File: config.mk
export PLATFORM = sky130hd
export DESIGN_NAME = cake_order_ctrl
export DESIGN_NICKNAME = d
export VERILOG_FILES = /design/src/rtl/cake_pkg.sv /design/src/rtl/cake_order_ctrl_timer.sv /design/src/rtl/cake_order_ctrl.sv
export SDC_FILE = /design/constraint.sdc
export NUM_CORES = 1
export LEC_CHECK = 0
export ABC_CLOCK_PERIOD_IN_PS = 2500
export CAP_MARGIN = 20
export CORE_ASPECT_RATIO = 1.1
export CORE_UTILIZATION = 30
export CTS_CLUSTER_DIAMETER = 40
export DETAILED_ROUTE_END_ITERATION = 6
export PLACE_DENSITY = 0.5
export REMOVE_ABC_BUFFERS = 1
export SETUP_SLACK_MARGIN = 0.05
export SYNTH_ARGS = -nofsm -noshare
export SYNTH_HDL_FRONTEND = slang
export SYNTH_HIERARCHICAL = 1
export SYNTH_SLANG_ARGS = --single-unit
File: constraint.sdc
create_clock -name clk -period 2.5 [get_ports clk]
set_input_delay 0.5 -clock clk [delete_from_list [all_inputs] [get_ports clk]]
set_output_delay 0.5 -clock clk [all_outputs]
set_load 0.05 [all_outputs]
File: src/rtl/cake_pkg.sv
// Shared types and helpers for the cake order sequencer: state encoding,
// colour constants and recipe field extraction.
package cake_pkg;
  localparam int LAYER_W  = 3;
  localparam int RECIPE_W = 18;
  localparam logic [LAYER_W-1:0] CLR_CHERRY = 3'b111;

  typedef enum logic [2:0] {
    S_IDLE  = 3'd0,
    S_LOAD  = 3'd1,
    S_STACK = 3'd2,
    S_DONE  = 3'd3,
    S_FAIL  = 3'd4,
    S_OVER  = 3'd5
  } state_t;

  // Layers are stored MSB-first after the cherry; the cherry sits on top at index 5.
  function automatic logic [LAYER_W-1:0] layer_field(input logic [RECIPE_W-1:0] rec,
                                                     input logic [2:0] idx);
    case (idx)
      3'd0:    layer_field = rec[14:12];
      3'd1:    layer_field = rec[11:9];
      3'd2:    layer_field = rec[8:6];
      3'd3:    layer_field = rec[5:3];
      3'd4:    layer_field = rec[2:0];
      3'd5:    layer_field = rec[17:15];
      default: layer_field = '0;
    endcase
  endfunction
endpackage

File: src/rtl/cake_order_ctrl_timer.sv
// Per-order countdown: loads the full budget, decrements on tick, holds at zero.
module order_timer #(
  parameter int TICKS = 30,
  parameter int W     = 5
) (
  input  logic         i_clk,
  input  logic         i_rst,
  input  logic         i_load,
  input  logic         i_tick,
  input  logic         i_clear,
  output logic [W-1:0] o_time_left,
  output logic         o_zero
);
  logic [W-1:0] r_cnt;

  always_ff @(posedge i_clk or posedge i_rst) begin
    if (i_rst)                      r_cnt <= '0;
    else if (i_clear)               r_cnt <= '0;
    else if (i_load)                r_cnt <= W'(TICKS);
    else if (i_tick && r_cnt != '0) r_cnt <= r_cnt - 1'b1;
  end

  assign o_time_left = r_cnt;
  assign o_zero      = (r_cnt == '0);
endmodule

File: src/rtl/cake_order_ctrl.sv
// Game sequencer: requests recipes, checks caught layers in order, runs the
// order timer and keeps score/misses until the game is over.
module cake_order_ctrl
  import cake_pkg::*;
#(
  parameter int NUM_LAYERS  = 5,
  parameter int CLR_W       = 3,
  parameter int ORDER_TICKS = 30,
  parameter int MAX_MISSES  = 3,
  parameter int SCORE_W     = 8
) (
  input  logic                clk,
  input  logic                reset,
  input  logic                start,
  input  logic                tick,
  output logic                ld_recipe,
  input  logic                done_recipe,
  input  logic [RECIPE_W-1:0] recipe,
  input  logic                catch_valid,
  input  logic [CLR_W-1:0]    catch_clr,
  output logic                catch_ready,
  output logic [CLR_W-1:0]    target_clr,
  output logic [2:0]          layer_idx,
  output logic                order_ok,
  output logic                order_fail,
  output logic [SCORE_W-1:0]  score,
  output logic [1:0]          misses,
  output logic [4:0]          time_left,
  output logic                game_over
);
  localparam logic [2:0] CHERRY_IDX = 3'(NUM_LAYERS);

  state_t                r_state;
  logic [RECIPE_W-1:0]   r_recipe;
  logic [2:0]            r_idx;
  logic [CLR_W-1:0]      r_tgt;
  logic                  r_ld, r_rdy, r_ok, r_fail, r_over;
  logic [SCORE_W-1:0]    r_score;
  logic [1:0]            r_misses;

  logic w_load, w_tick, w_clear, w_zero, w_hit;
  logic [4:0] w_time_left;

  assign w_load  = (r_state == S_LOAD) && done_recipe;
  assign w_tick  = (r_state == S_STACK) && tick;
  assign w_clear = ((r_state == S_IDLE) || (r_state == S_OVER)) && start;
  assign w_hit   = (catch_clr == r_tgt);

  order_timer #(.TICKS(ORDER_TICKS), .W(5)) u_timer (
    .i_clk       (clk),
    .i_rst       (reset),
    .i_load      (w_load),
    .i_tick      (w_tick),
    .i_clear     (w_clear),
    .o_time_left (w_time_left),
    .o_zero      (w_zero)
  );

  always_ff @(posedge clk or posedge reset) begin
    if (reset) begin
      r_state  <= S_IDLE;
      r_recipe <= '0;
      r_idx    <= '0;
      r_tgt    <= '0;
      r_ld     <= 1'b0;
      r_rdy    <= 1'b0;
      r_ok     <= 1'b0;
      r_fail   <= 1'b0;
      r_over   <= 1'b0;
      r_score  <= '0;
      r_misses <= '0;
    end else begin
      r_ok   <= 1'b0;
      r_fail <= 1'b0;
      case (r_state)
        S_IDLE, S_OVER: if (start) begin
          r_state  <= S_LOAD;
          r_ld     <= 1'b1;
          r_over   <= 1'b0;
          r_score  <= '0;
          r_misses <= '0;
        end
        S_LOAD: if (done_recipe) begin
          r_recipe <= recipe;
          r_idx    <= '0;
          r_tgt    <= CLR_W'(layer_field(recipe, 3'd0));
          r_ld     <= 1'b0;
          r_rdy    <= 1'b1;
          r_state  <= S_STACK;
        end
        S_STACK: begin
          // A correct cherry beats a same-cycle timeout; any other catch does not.
          if (catch_valid && w_hit && r_idx == CHERRY_IDX) begin
            r_state <= S_DONE;
            r_rdy   <= 1'b0;
            r_tgt   <= '0;
            r_ok    <= 1'b1;
          end else if ((catch_valid && !w_hit) || w_zero) begin
            r_state <= S_FAIL;
            r_rdy   <= 1'b0;
            r_tgt   <= '0;
            r_fail  <= 1'b1;
          end else if (catch_valid) begin
            r_idx <= r_idx + 3'd1;
            r_tgt <= CLR_W'(layer_field(r_recipe, r_idx + 3'd1));
          end
        end
        S_DONE: begin
          if (r_score != '1) r_score <= r_score + 1'b1;
          r_state <= S_LOAD;
          r_ld    <= 1'b1;
        end
        S_FAIL: begin
          r_misses <= r_misses + 2'd1;
          if (r_misses == 2'(MAX_MISSES - 1)) begin
            r_state <= S_OVER;
            r_over  <= 1'b1;
          end else begin
            r_state <= S_LOAD;
            r_ld    <= 1'b1;
          end
        end
        default: r_state <= S_IDLE;
      endcase
    end
  end

  assign ld_recipe   = r_ld;
  assign catch_ready = r_rdy;
  assign target_clr  = r_tgt;
  assign layer_idx   = r_idx;
  assign order_ok    = r_ok;
  assign order_fail  = r_fail;
  assign score       = r_score;
  assign misses      = r_misses;
  assign time_left   = w_time_left;
  assign game_over   = r_over;
endmodule

Yosys cells after proc, flatten, opt, wreduce, memory -nomap -nowiden
Cells that the tools add are included.
{ "word_totals": {"register_bits": 47, "inputBits": 27, "out_inout_bits": 26, "elab_cells": 110} }
{ "classes": {"add_sub_neg": 4, "n_eq_ne": 24, "n_mux": 41, "reduce_logical": 29} }
{ "ops": {"columns": ["cell", "n"], "rows": [
  ["$mux W3", 13],
  ["$pmux W3 S6", 1],
  ["$mux W8", 2],
  ["$ne A2 B2 Y1 const B", 8],
  ["$pmux W8 S2", 1],
  ["$eq A3 B3 Y1 const B", 5],
  ["$mux W5", 3],
  ["$pmux W3 S5", 1],
  ["$reduce_and A3 Y1", 5],
  ["$mux W1", 13],
  ["$eq A3 B2 Y1 const B", 4],
  ["$pmux W3 S2", 2],
  ["$add A8 B1 Y8 const B", 1],
  ["$ne A8 B8 Y1 const B", 1],
  ["$logic_and A1 B1 Y1", 7],
  ["$eq A3 B1 Y1 const B", 2],
  ["$logic_not A3 Y1", 2],
  ["$reduce_bool A2 Y1", 3],
  ["$logic_not A5 Y1", 1],
  ["$reduce_and A5 Y1", 1],
  ["$reduce_bool A5 Y1", 1],
  ["$sub A5 B1 Y5 const B", 1],
  ["$ne A4 B2 Y1 const B", 1],
  ["$pmux W1 S2", 2],
  ["15 further kinds", 17]
]} }

Longest topological paths before layout
Gate-level depths: netlist of run 1.
{ "depth": {"ltp_word": 7, "mapped_depth": 8, "ltp_nobuf": 7} }

Modules after synthesis
The synthesis of run 1 kept the hierarchy.
{ "modules_own_cells": {"columns": ["module", "n_inst", "cells_per_inst", "area_per_inst_um2", "seq_area_each_um2"], "rows": [
  ["cake_order_ctrl", 1, 231, 2183.3, 1051.0],
  ["order_timer", 1, 29, 286.5, 125.1]
]} }

Worst setup path after synthesis of run 1
OpenSTA, ideal clock, no wires.
{ "synth_path": {"path_kind": "reg-to-reg", "start": "reg r_state[2]", "end": "reg u_timer.r_cnt[3] (netlist: u_timer/o_time_left[3])", "setup_ps": 78, "arrival_time_ps": 1942, "t_required_ps": 2422, "slack_ps": 480, "path_stages_with_launch": 8, "n_path_buf": 2, "synth_period_minus_slack_ps": 2020, "cell_sequence": "dfrtp_1 > buf_2 > or2_4 > buf_6 > nor2_1 > or4b_1 > or3_1 > a21oi_1"} }
{ "synth_between": {"elab_chain_len": 4, "elab_cells_between_ends": 12, "classes_between": "eq/ne (3); mux (2); reduce/logical (7)"} }
{ "synth_rtl": {"columns": ["element", "line", "rtl"], "rows": [
  ["start: declaration", "cake_order_ctrl.sv:33", "state_t r_state;"],
  ["start signal: assignment", "cake_order_ctrl.sv:61", "r_state <= S_IDLE;"],
  ["start signal: assignment", "cake_order_ctrl.sv:77", "r_state <= S_LOAD;"],
  ["start signal: assignment", "cake_order_ctrl.sv:89", "r_state <= S_STACK;"],
  ["$eq A3 B2 Y1", "cake_order_ctrl.sv:45", "assign w_tick = (r_state == S_STACK) && tick;"],
  ["$logic_and A1 B1 Y1", "cake_order_ctrl.sv:45", null],
  ["net w_tick", "cake_order_ctrl.sv:41", "logic w_load, w_tick, w_clear, w_zero, w_hit;"],
  ["$logic_and A1 B1 Y1", "cake_order_ctrl_timer.sv:20", "else if (i_tick && r_cnt != '0) r_cnt <= r_cnt - 1'b1;"],
  ["$reduce_bool A3 Y1 (no line)", null, null],
  ["end signal: assignment", "cake_order_ctrl_timer.sv:19", "else if (i_load) r_cnt <= W'(TICKS);"],
  ["end signal: assignment", "cake_order_ctrl_timer.sv:20", null],
  ["end: declaration", "cake_order_ctrl_timer.sv:14", "logic [W-1:0] r_cnt;"]
]} }
The timed path passes the listed nets, and every way through them passes these cells.
A chain may end at the register's enable or synchronous reset.

Worst setup path in the final report of run 1
{ "layout_path": {"start": "reg r_state[0]", "end": "reg u_timer.r_cnt[3] (netlist: u_timer/o_time_left[3])"} }
The elaborated chain is that of the path after synthesis.

==> metrics.txt, run 1 <==
# TYPE chip_impl_metric gauge
chip_impl_metric{name="antenna_violations_before_repair",unit=""} 0
chip_impl_metric{name="cts.repair_timing.setup_buffer_count",unit=""} 0
chip_impl_metric{name="maxSlewHeadroom",unit=""} 0.571
chip_impl_metric{name="worst_ep_arrival_time",unit="ns"} 2.50
chip_impl_metric{name="crit_path_max_incr_delay",unit="ns"} 0.49
chip_impl_metric{name="synth.mux.area_fraction",unit=""} 0.00456
chip_impl_info{name="clock-root-buffer",value="sky130_fd_sc_hd__clkbuf_8"} 1
chip_impl_metric{name="fin_setup_tns",unit="ns"} 0
chip_impl_info{name="rsz0062_at_grt",value="no"} 1
chip_impl_metric{name="global_routing_usage_on_met2",unit=""} 0.237
chip_impl_metric{name="dp.final_hpwl",unit="mm"} 4.29
chip_impl_metric{name="post_synth_fa_ha_maj_area_fraction",unit=""} 0.0405
chip_impl_metric{name="synth_xor_xnor_area_share",unit=""} 0.0319
chip_impl_info{name="yosysTopAreaCell",value="sky130_fd_sc_hd__dfrtp_1"} 1
chip_impl_info{name="crit_chain",value="nand2b_1 > or2_4 > nor2_1 > or4b_1 > or3_1 > a21oi_1"} 1
chip_impl_metric{name="diodes",unit=""} 0
chip_impl_metric{name="clk_pin_slew",unit="ns"} 0.09
chip_impl_metric{name="synth-warning-count",unit=""} 6
chip_impl_metric{name="synth.top_cell.area_share",unit=""} 0.476
chip_impl_metric{name="clock.fmax",unit="MHz"} 440
chip_impl_metric{name="clockBufferDepth",unit=""} 2
chip_impl_info{name="gr-max-usage-layer",value="met2"} 1
chip_impl_metric{name="place_inst",unit=""} 419
chip_impl_metric{name="final.period_utilization",unit=""} 0.909
chip_impl_metric{name="worst_setup_slack_after_placement",unit="ns"} 0.247
chip_impl_metric{name="setup_violations",unit=""} 0
chip_impl_metric{name="groute.layer.met3.usage",unit=""} 0.0340
chip_impl_info{name="sort_of_element_at_the_start_of_the_critical_path",value="flip-flop"} 1
chip_impl_metric{name="die_height",unit="um"} 97.2
chip_impl_metric{name="number_of_global_route_vias_before_repair",unit=""} 2020
chip_impl_metric{name="asyncSetResetFlopFracSynth",unit=""} 1.00
chip_impl_metric{name="cts_made_buffers",unit=""} 5
chip_impl_metric{name="hold_buffers",unit=""} 0
chip_impl_info{name="worstSetupEndpointType",value="flip-flop"} 1
chip_impl_info{name="synth_most_common_cell",value="sky130_fd_sc_hd__nand2_1"} 1
chip_impl_metric{name="syn_inst",unit=""} 260
chip_impl_info{name="postSynth.topFlopCell",value="sky130_fd_sc_hd__dfrtp_1"} 1
chip_impl_metric{name="layout_setup_ws",unit="ns"} 0.228
chip_impl_metric{name="clk_latency",unit="ns"} 0.30
chip_impl_metric{name="clock_sinks",unit=""} 47
chip_impl_metric{name="post_layout_total_power",unit="uW"} 3570
chip_impl_metric{name="design.final.nets",unit=""} 353
chip_impl_metric{name="route.detailed.wl_per_inst",unit="um"} 13.5
chip_impl_metric{name="routed-via-count",unit=""} 2001
chip_impl_metric{name="fp.dieArea",unit="mm^2"} 0.00860
chip_impl_metric{name="cap_violations",unit=""} 0
chip_impl_metric{name="gpl.final_weighted_congestion",unit=""} 0.761
chip_impl_metric{name="synthToLayoutAreaGrowth",unit="%"} 30.0
chip_impl_metric{name="post_cts_resized",unit=""} 0
chip_impl_info{name="yosys-top-cells-count",value="sky130_fd_sc_hd__nand2_1, sky130_fd_sc_hd__dfrtp_1, sky130_fd_sc_hd__nor2_1, sky130_fd_sc_hd__inv_1, sky130_fd_sc_hd__a21oi_1"} 1
chip_impl_metric{name="grtUsageMet1",unit=""} 0.189
chip_impl_metric{name="timing_hold_violations_final",unit=""} 0
chip_impl_info{name="critPathSlowestCell",value="sky130_fd_sc_hd__dfrtp_1"} 1
chip_impl_metric{name="drt_first_pass_iters",unit=""} 4
chip_impl_metric{name="place_area",unit="mm^2"} 0.00311
chip_impl_metric{name="layoutNonFillerInstCount",unit=""} 427
chip_impl_metric{name="io_pins",unit=""} 53
chip_impl_metric{name="synth-seq-cells",unit=""} 47
chip_impl_metric{name="finish.instance_area",unit="mm^2"} 0.00321
chip_impl_metric{name="design.core.area",unit="mm^2"} 0.00796
chip_impl_metric{name="power_density",unit="mW/mm^2"} 1110
chip_impl_metric{name="path_max_fanout",unit=""} 13
chip_impl_metric{name="synth_compound_area_frac",unit=""} 0.158
chip_impl_metric{name="htree_num_levels",unit=""} 2
chip_impl_metric{name="grt_pass1_wl",unit="mm"} 9.73
chip_impl_metric{name="period_minus_slack",unit="ns"} 2.27
chip_impl_metric{name="placement_row_count",unit=""} 34
chip_impl_info{name="tritoncts",value="done"} 1
chip_impl_info{name="post_synth_main_area_contributors",value="sky130_fd_sc_hd__dfrtp_1, sky130_fd_sc_hd__nand2_1, sky130_fd_sc_hd__ha_1, sky130_fd_sc_hd__a21oi_1, sky130_fd_sc_hd__xnor2_1"} 1
chip_impl_metric{name="number_of_design_rule_violations_left_by_the_first_detailed_router_iteration",unit=""} 97
chip_impl_metric{name="report.final.slew_viol_count",unit=""} 0
chip_impl_info{name="synth_top_family_by_area",value="simple AND/OR/NAND/NOR gates"} 1
chip_impl_metric{name="placement.io_buffers",unit=""} 52
chip_impl_metric{name="globalRouteOverflowTotal",unit=""} 0
chip_impl_metric{name="finalClockSkew",unit="ns"} 0.00805
chip_impl_metric{name="grt_max_degree",unit=""} 43
chip_impl_metric{name="post_synth_and_or_nand_nor_area_fraction",unit=""} 0.238
chip_impl_metric{name="synth_cell_type_count",unit=""} 52
chip_impl_metric{name="grt_usage",unit=""} 0.144
chip_impl_metric{name="synth-edff-count",unit=""} 0
chip_impl_info{name="result_of_the_run",value="finished, final reports clean"} 1
chip_impl_info{name="hold_wc_path_type",value="primary input to asynchronous set/reset pin"} 1
chip_impl_metric{name="routed_wl",unit="mm"} 5.76
chip_impl_metric{name="synth_area",unit="mm^2"} 0.00247
chip_impl_metric{name="initial_utilization",unit=""} 0.310
chip_impl_metric{name="drc",unit=""} 0
chip_impl_metric{name="tightestPinTransition",unit="ns"} 0.641
chip_impl_metric{name="synth.yosys.seq_area_share",unit=""} 0.476
chip_impl_metric{name="final_layout_size_suffix_gt1_frac",unit=""} 0.0972
chip_impl_metric{name="worst_ep_required_time",unit="ns"} 2.73
chip_impl_metric{name="worst_ir_drop_vdd",unit="mV"} 0.440
chip_impl_metric{name="die_width",unit="um"} 88.5
chip_impl_metric{name="post_route_antenna_net_violation_count",unit=""} 0
chip_impl_metric{name="cellLeakagePower",unit="uW"} 0.00139
chip_impl_metric{name="vias_per_cell",unit=""} 4.69
chip_impl_metric{name="synth_area_per_cell",unit="um^2"} 9.50
chip_impl_info{name="setup.worst_path.class",value="flip-flop to flip-flop"} 1
## power breakdown
part / internal [uW] / switching, uW
clock network: 253 / 252
registers: 1040 / 250
logic: 685 / 1090
total: 1980 / 1590
## final cells by class
cell class	instances	area [um^2]
Inverter	16	60.1
Multi-Input combinational cell	189	1170
Fill cell	826	4740
Clock buffer	8	100
Sequential cell	47	1180
Tap cell	108	135
Timing Repair Buffer	59	573
## layout by cell type, fill, tap and decap left out, types with 2 or more instances in the layout
cell type / n
sky130_fd_sc_hd__a21o_1: 2
sky130_fd_sc_hd__a21oi_1: 14
sky130_fd_sc_hd__a22o_1: 2
sky130_fd_sc_hd__a22oi_1: 7
sky130_fd_sc_hd__a31oi_1: 2
sky130_fd_sc_hd__a32o_1: 3
sky130_fd_sc_hd__buf_4: 7
sky130_fd_sc_hd__clkbuf_8: 7
sky130_fd_sc_hd__clkdlybuf4s50_1: 52
sky130_fd_sc_hd__dfrtp_1: 47
sky130_fd_sc_hd__ha_1: 8
sky130_fd_sc_hd__inv_1: 15
sky130_fd_sc_hd__nand2_1: 58
sky130_fd_sc_hd__nand2b_1: 4
sky130_fd_sc_hd__nand3_1: 8
sky130_fd_sc_hd__nand3b_1: 4
sky130_fd_sc_hd__nor2_1: 18
sky130_fd_sc_hd__nor3_1: 3
sky130_fd_sc_hd__nor3_2: 3
sky130_fd_sc_hd__o21ai_0: 12
sky130_fd_sc_hd__or3_1: 4
sky130_fd_sc_hd__xnor2_1: 8
## worst max-delay path, delay by kind of cell, from the launching register on
kind            cells  cell delay [ns]
flops               1             0.49
compound gates      1             0.13
simple gates        5             1.57
## through the flow
stage                     hold slack (ns)  utilization
final                               0.424        0.404
after global routing                0.463        0.404
after CTS                           0.430        0.404
after detailed placement            0.469        0.391
after global placement              0.459        0.391
after floorplan                     0.279            -
## sequential cells by signal (all words and copies together), names as in the netlist
signal and cells:
layer_idx 3, catch_ready 1, misses 2, r_recipe 18, u_timer/o_time_left 5, order_fail 1, order_ok 1, ld_recipe 1
r_state 3, score 8, game_over 1, target_clr 3
## kinds of logic (layout without fill, tap and decap cells)
group,Yosys count,in the layout
flops,47,47
fa+ha+maj,8,8
simple gates,114,114
compound gates,57,57
buf+inv,24,83
mux,1,1
xor+xnor,9,9
## routing by layer
metal	wire length (um)	vias up
met1	2660	935
met5	0	-
met3	253	6
met4	51	0
met2	2790	53
li1	-	1007
## final timing paths
path                                     endpoint  depth (start not counted)   startpoint  slack (ns)
min in group clk                      r_recipe[0]                          2  r_recipe[0]        0.48
setup reg to reg           u_timer/o_time_left[3]                          6   r_state[0]        0.23
hold / removal             u_timer/o_time_left[4]                          2        reset        0.42
setup / recovery           u_timer/o_time_left[3]                          6   r_state[0]        0.23
hold reg to reg                       r_recipe[0]                          2  r_recipe[0]        0.48
max in group asynchronous             r_recipe[2]                          3        reset        1.46
(Power assumes the default switching activity.)
==> run 2, diff against run 1 <==
--- a/config.mk
+++ b/config.mk
@@ -10,6 +10,7 @@
 export CORE_ASPECT_RATIO = 1.1
 export CORE_UTILIZATION = 30
 export CTS_CLUSTER_DIAMETER = 40
+export CTS_CLUSTER_SIZE = 25
 export DETAILED_ROUTE_END_ITERATION = 6
 export PLACE_DENSITY = 0.5
 export REMOVE_ABC_BUFFERS = 1
==> results of run 2 <==
No change in the layout: final DEF, timing and power equal those of run 1.
==> run 3, diff against run 2 <==
--- a/config.mk
+++ b/config.mk
@@ -5,7 +5,7 @@
 export SDC_FILE = /design/constraint.sdc
 export NUM_CORES = 1
 export LEC_CHECK = 0
-export ABC_CLOCK_PERIOD_IN_PS = 2500
+export ABC_CLOCK_PERIOD_IN_PS = 2300
 export CAP_MARGIN = 20
 export CORE_ASPECT_RATIO = 1.1
 export CORE_UTILIZATION = 30
==> constraint.sdc (replaced) <==
create_clock -name clk -period 2.3 [get_ports clk]
set_input_delay 0.46 -clock clk [delete_from_list [all_inputs] [get_ports clk]]
set_output_delay 0.46 -clock clk [all_outputs]
set_load 0.05 [all_outputs]
==> run 3 against run 2 <==
Routed wire length rose by 1.9%; first-iteration DRC count rose by 29%; count of clock-buffer cells in the layout fell by 2; final area rose by 1.0%; final cell count rose by 0.70%; clock power rose by 17%; global-route usage rose by 0.35 points; critical endpoint is now time_left[3].
==> metrics.txt, run 3 (synthesized netlist as in run 1, its figures left out) <==
# TYPE chip_impl_metric gauge
chip_impl_metric{name="pwr-share-clk",unit=""} 0.149
chip_impl_metric{name="period_minus_slack",unit="ns"} 2.08
chip_impl_metric{name="die_height",unit="um"} 97.2
chip_impl_metric{name="routed-via-count",unit=""} 2050
chip_impl_info{name="r2r-end",value="u_timer/o_time_left[3]"} 1
chip_impl_metric{name="finalClockSkew",unit="ns"} 0.0123
chip_impl_metric{name="design.core.area",unit="mm^2"} 0.00796
chip_impl_info{name="most_common_cell_after_layout_fill_and_taps_aside",value="sky130_fd_sc_hd__nand2_1"} 1
chip_impl_metric{name="cts.repair_timing.setup_buffer_count",unit=""} 0
chip_impl_metric{name="clock_sinks",unit=""} 47
chip_impl_info{name="critPathSlowestCell",value="sky130_fd_sc_hd__clkdlybuf4s50_1"} 1
chip_impl_metric{name="clockBufferDepth",unit=""} 2
chip_impl_metric{name="synthToLayoutAreaGrowth",unit="%"} 31.4
chip_impl_metric{name="gpl.final_weighted_congestion",unit=""} 0.798
chip_impl_metric{name="post_route_antenna_net_violation_count",unit=""} 0
chip_impl_metric{name="initial_utilization",unit=""} 0.310
chip_impl_metric{name="cellLeakagePower",unit="uW"} 0.00141
chip_impl_metric{name="fillers",unit=""} 830
chip_impl_metric{name="hold_buffers",unit=""} 0
chip_impl_metric{name="routed_wl",unit="mm"} 5.87
chip_impl_metric{name="design.final.nets",unit=""} 357
chip_impl_metric{name="timing.reg2reg.worst_path_depth",unit=""} 6
chip_impl_metric{name="final.period_utilization",unit=""} 0.907
chip_impl_metric{name="number_of_design_rule_violations_left_by_the_first_detailed_router_iteration",unit=""} 125
chip_impl_metric{name="cell_internal_pwr",unit="uW"} 2220
chip_impl_metric{name="timing_hold_violations_final",unit=""} 0
chip_impl_info{name="worstSetupEndpointType",value="output pin"} 1
chip_impl_metric{name="largest_reg_flops",unit=""} 18
chip_impl_metric{name="reg2reg_slack",unit="ns"} 0.30
chip_impl_metric{name="grt_usage",unit=""} 0.148
chip_impl_metric{name="setup_violations",unit=""} 0
chip_impl_metric{name="worst_ep_arrival_time",unit="ns"} 1.62
chip_impl_info{name="commonest_non_fill_non_tap_cells_in_the_layout",value="sky130_fd_sc_hd__nand2_1, sky130_fd_sc_hd__clkdlybuf4s50_1, sky130_fd_sc_hd__dfrtp_1"} 1
chip_impl_metric{name="globalRouteOverflowTotal",unit=""} 0
chip_impl_metric{name="dp.final_hpwl",unit="mm"} 4.31
chip_impl_metric{name="timing.critical_path.depth",unit=""} 1
chip_impl_metric{name="postLayoutCoreUtil",unit=""} 0.408
chip_impl_metric{name="drc",unit=""} 0
chip_impl_metric{name="grt_max_degree",unit=""} 43
chip_impl_metric{name="die_width",unit="um"} 88.5
chip_impl_metric{name="fp.dieArea",unit="mm^2"} 0.00860
chip_impl_metric{name="clock.fmax",unit="MHz"} 480
chip_impl_metric{name="grt_pass1_wl",unit="mm"} 9.90
chip_impl_metric{name="cap_violations",unit=""} 0
chip_impl_info{name="sort_of_element_at_the_start_of_the_critical_path",value="flip-flop"} 1
chip_impl_metric{name="clk_latency",unit="ns"} 0.30
chip_impl_metric{name="report.final.slew_viol_count",unit=""} 0
chip_impl_metric{name="post_layout_total_power",unit="uW"} 3950
chip_impl_metric{name="drt_first_pass_iters",unit=""} 5
chip_impl_metric{name="path_max_fanout",unit=""} 5
chip_impl_metric{name="clk_pin_slew",unit="ns"} 0.09
chip_impl_info{name="crit_chain",value="clkdlybuf4s50_1"} 1
chip_impl_metric{name="vias_per_cell",unit=""} 4.77
chip_impl_metric{name="power_density",unit="mW/mm^2"} 1220
chip_impl_metric{name="fin_setup_tns",unit="ns"} 0
chip_impl_metric{name="placement_row_count",unit=""} 34
chip_impl_metric{name="switchingPower",unit="uW"} 1730
chip_impl_metric{name="cts_made_buffers",unit=""} 5
chip_impl_metric{name="worst_ir_drop_vdd",unit="mV"} 0.470
chip_impl_info{name="registers.top_by_ff_count",value="r_recipe"} 1
chip_impl_metric{name="io_pins",unit=""} 53
chip_impl_info{name="critPathTopFamily",value="buffers and inverters"} 1
chip_impl_metric{name="share_comb_of_total_power",unit=""} 0.503
chip_impl_info{name="result_of_the_run",value="finished, final reports clean"} 1
chip_impl_metric{name="final_layout_size_suffix_gt1_frac",unit=""} 0.106
chip_impl_info{name="setup.worst_path.class",value="flip-flop to output pin"} 1
chip_impl_metric{name="htree_num_levels",unit=""} 2
chip_impl_metric{name="tightestPinTransition",unit="ns"} 0.560
chip_impl_metric{name="route.detailed.wl_per_inst",unit="um"} 13.6
chip_impl_info{name="hold_wc_path_type",value="primary input to asynchronous set/reset pin"} 1
chip_impl_metric{name="worst_ep_required_time",unit="ns"} 1.84
chip_impl_metric{name="post_cts_resized",unit=""} 0
chip_impl_metric{name="placement.io_buffers",unit=""} 52
chip_impl_info{name="clock-root-buffer",value="sky130_fd_sc_hd__clkbuf_8"} 1
chip_impl_metric{name="antenna_violations_before_repair",unit=""} 0
chip_impl_metric{name="crit_path_max_incr_delay",unit="ns"} 0.85
chip_impl_metric{name="critPathBufInv",unit=""} 1
chip_impl_info{name="tritoncts",value="done"} 1
chip_impl_metric{name="diodes",unit=""} 0
chip_impl_metric{name="maxSlewHeadroom",unit=""} 0.627
chip_impl_info{name="regToRegStartpoint",value="r_state[0]"} 1
chip_impl_metric{name="number_of_global_route_vias_before_repair",unit=""} 2071
chip_impl_info{name="rsz0062_at_grt",value="no"} 1
chip_impl_metric{name="switching_share",unit=""} 0.439
chip_impl_metric{name="power.share.sequential",unit=""} 0.348
run 3: cell count changes in the layout (fill, tap and decap cells not counted):
cell,before,now
sky130_fd_sc_hd__bufinv_16,0,1
sky130_fd_sc_hd__clkbuf_8,7,5
sky130_fd_sc_hd__buf_4,7,11
run 3: layout make-up:
cell class,instances,area (um^2),share of cell area
clock buffer,6,72.6,0.0224
clock inverter,1,30.0,0.00926
inverter,16,60.1,0.0185
multi-input combinational,189,1170,0.360
sequential,47,1180,0.363
tap,108,135,0.0417
timing repair buffer,63,603,0.186
run 3: how the worst max path moves through the flow:
stage	start	end	slack [ns]
after floorplan	r_state[0]	u_timer/o_time_left[3]	0.26
after global placement	catch_clr[2]	target_clr[1]	0.12
after detailed placement	catch_clr[2]	target_clr[1]	0.11
after CTS	u_timer/o_time_left[3]	time_left[3]	0.20
after global routing	layer_idx[2]	layer_idx[2]	0.15
final	u_timer/o_time_left[3]	time_left[3]	0.22
run 3: power by group through the flow:
stage | registers, uW | logic [uW] | clock network (uW)
after detailed placement | 1400 | 2000 | 0
after floorplan | 1810 | 882 | 0
after global routing | 1420 | 2180 | 647
after CTS | 1380 | 2010 | 625
after global placement | 1390 | 1980 | 0
final | 1370 | 1990 | 590
run 3: through the flow:
step                      instances  hold WS [ns]  setup slack (ns)  instance area [um^2]
after floorplan                 252         0.239             0.260                  2400
after detailed placement        423         0.467             0.110                  3140
final                           430         0.385             0.215                  3240
after CTS                       430         0.392             0.200                  3240
after global routing            430         0.400             0.154                  3240
after global placement          423         0.458             0.122                  3140
run 3: routing by layer:
metal | track usage | wire length, um
met5 | 0 | 0
met4 | 0.0558 | 82
met3 | 0.0238 | 231
met2 | 0.246 | 2950
met1 | 0.189 | 2600
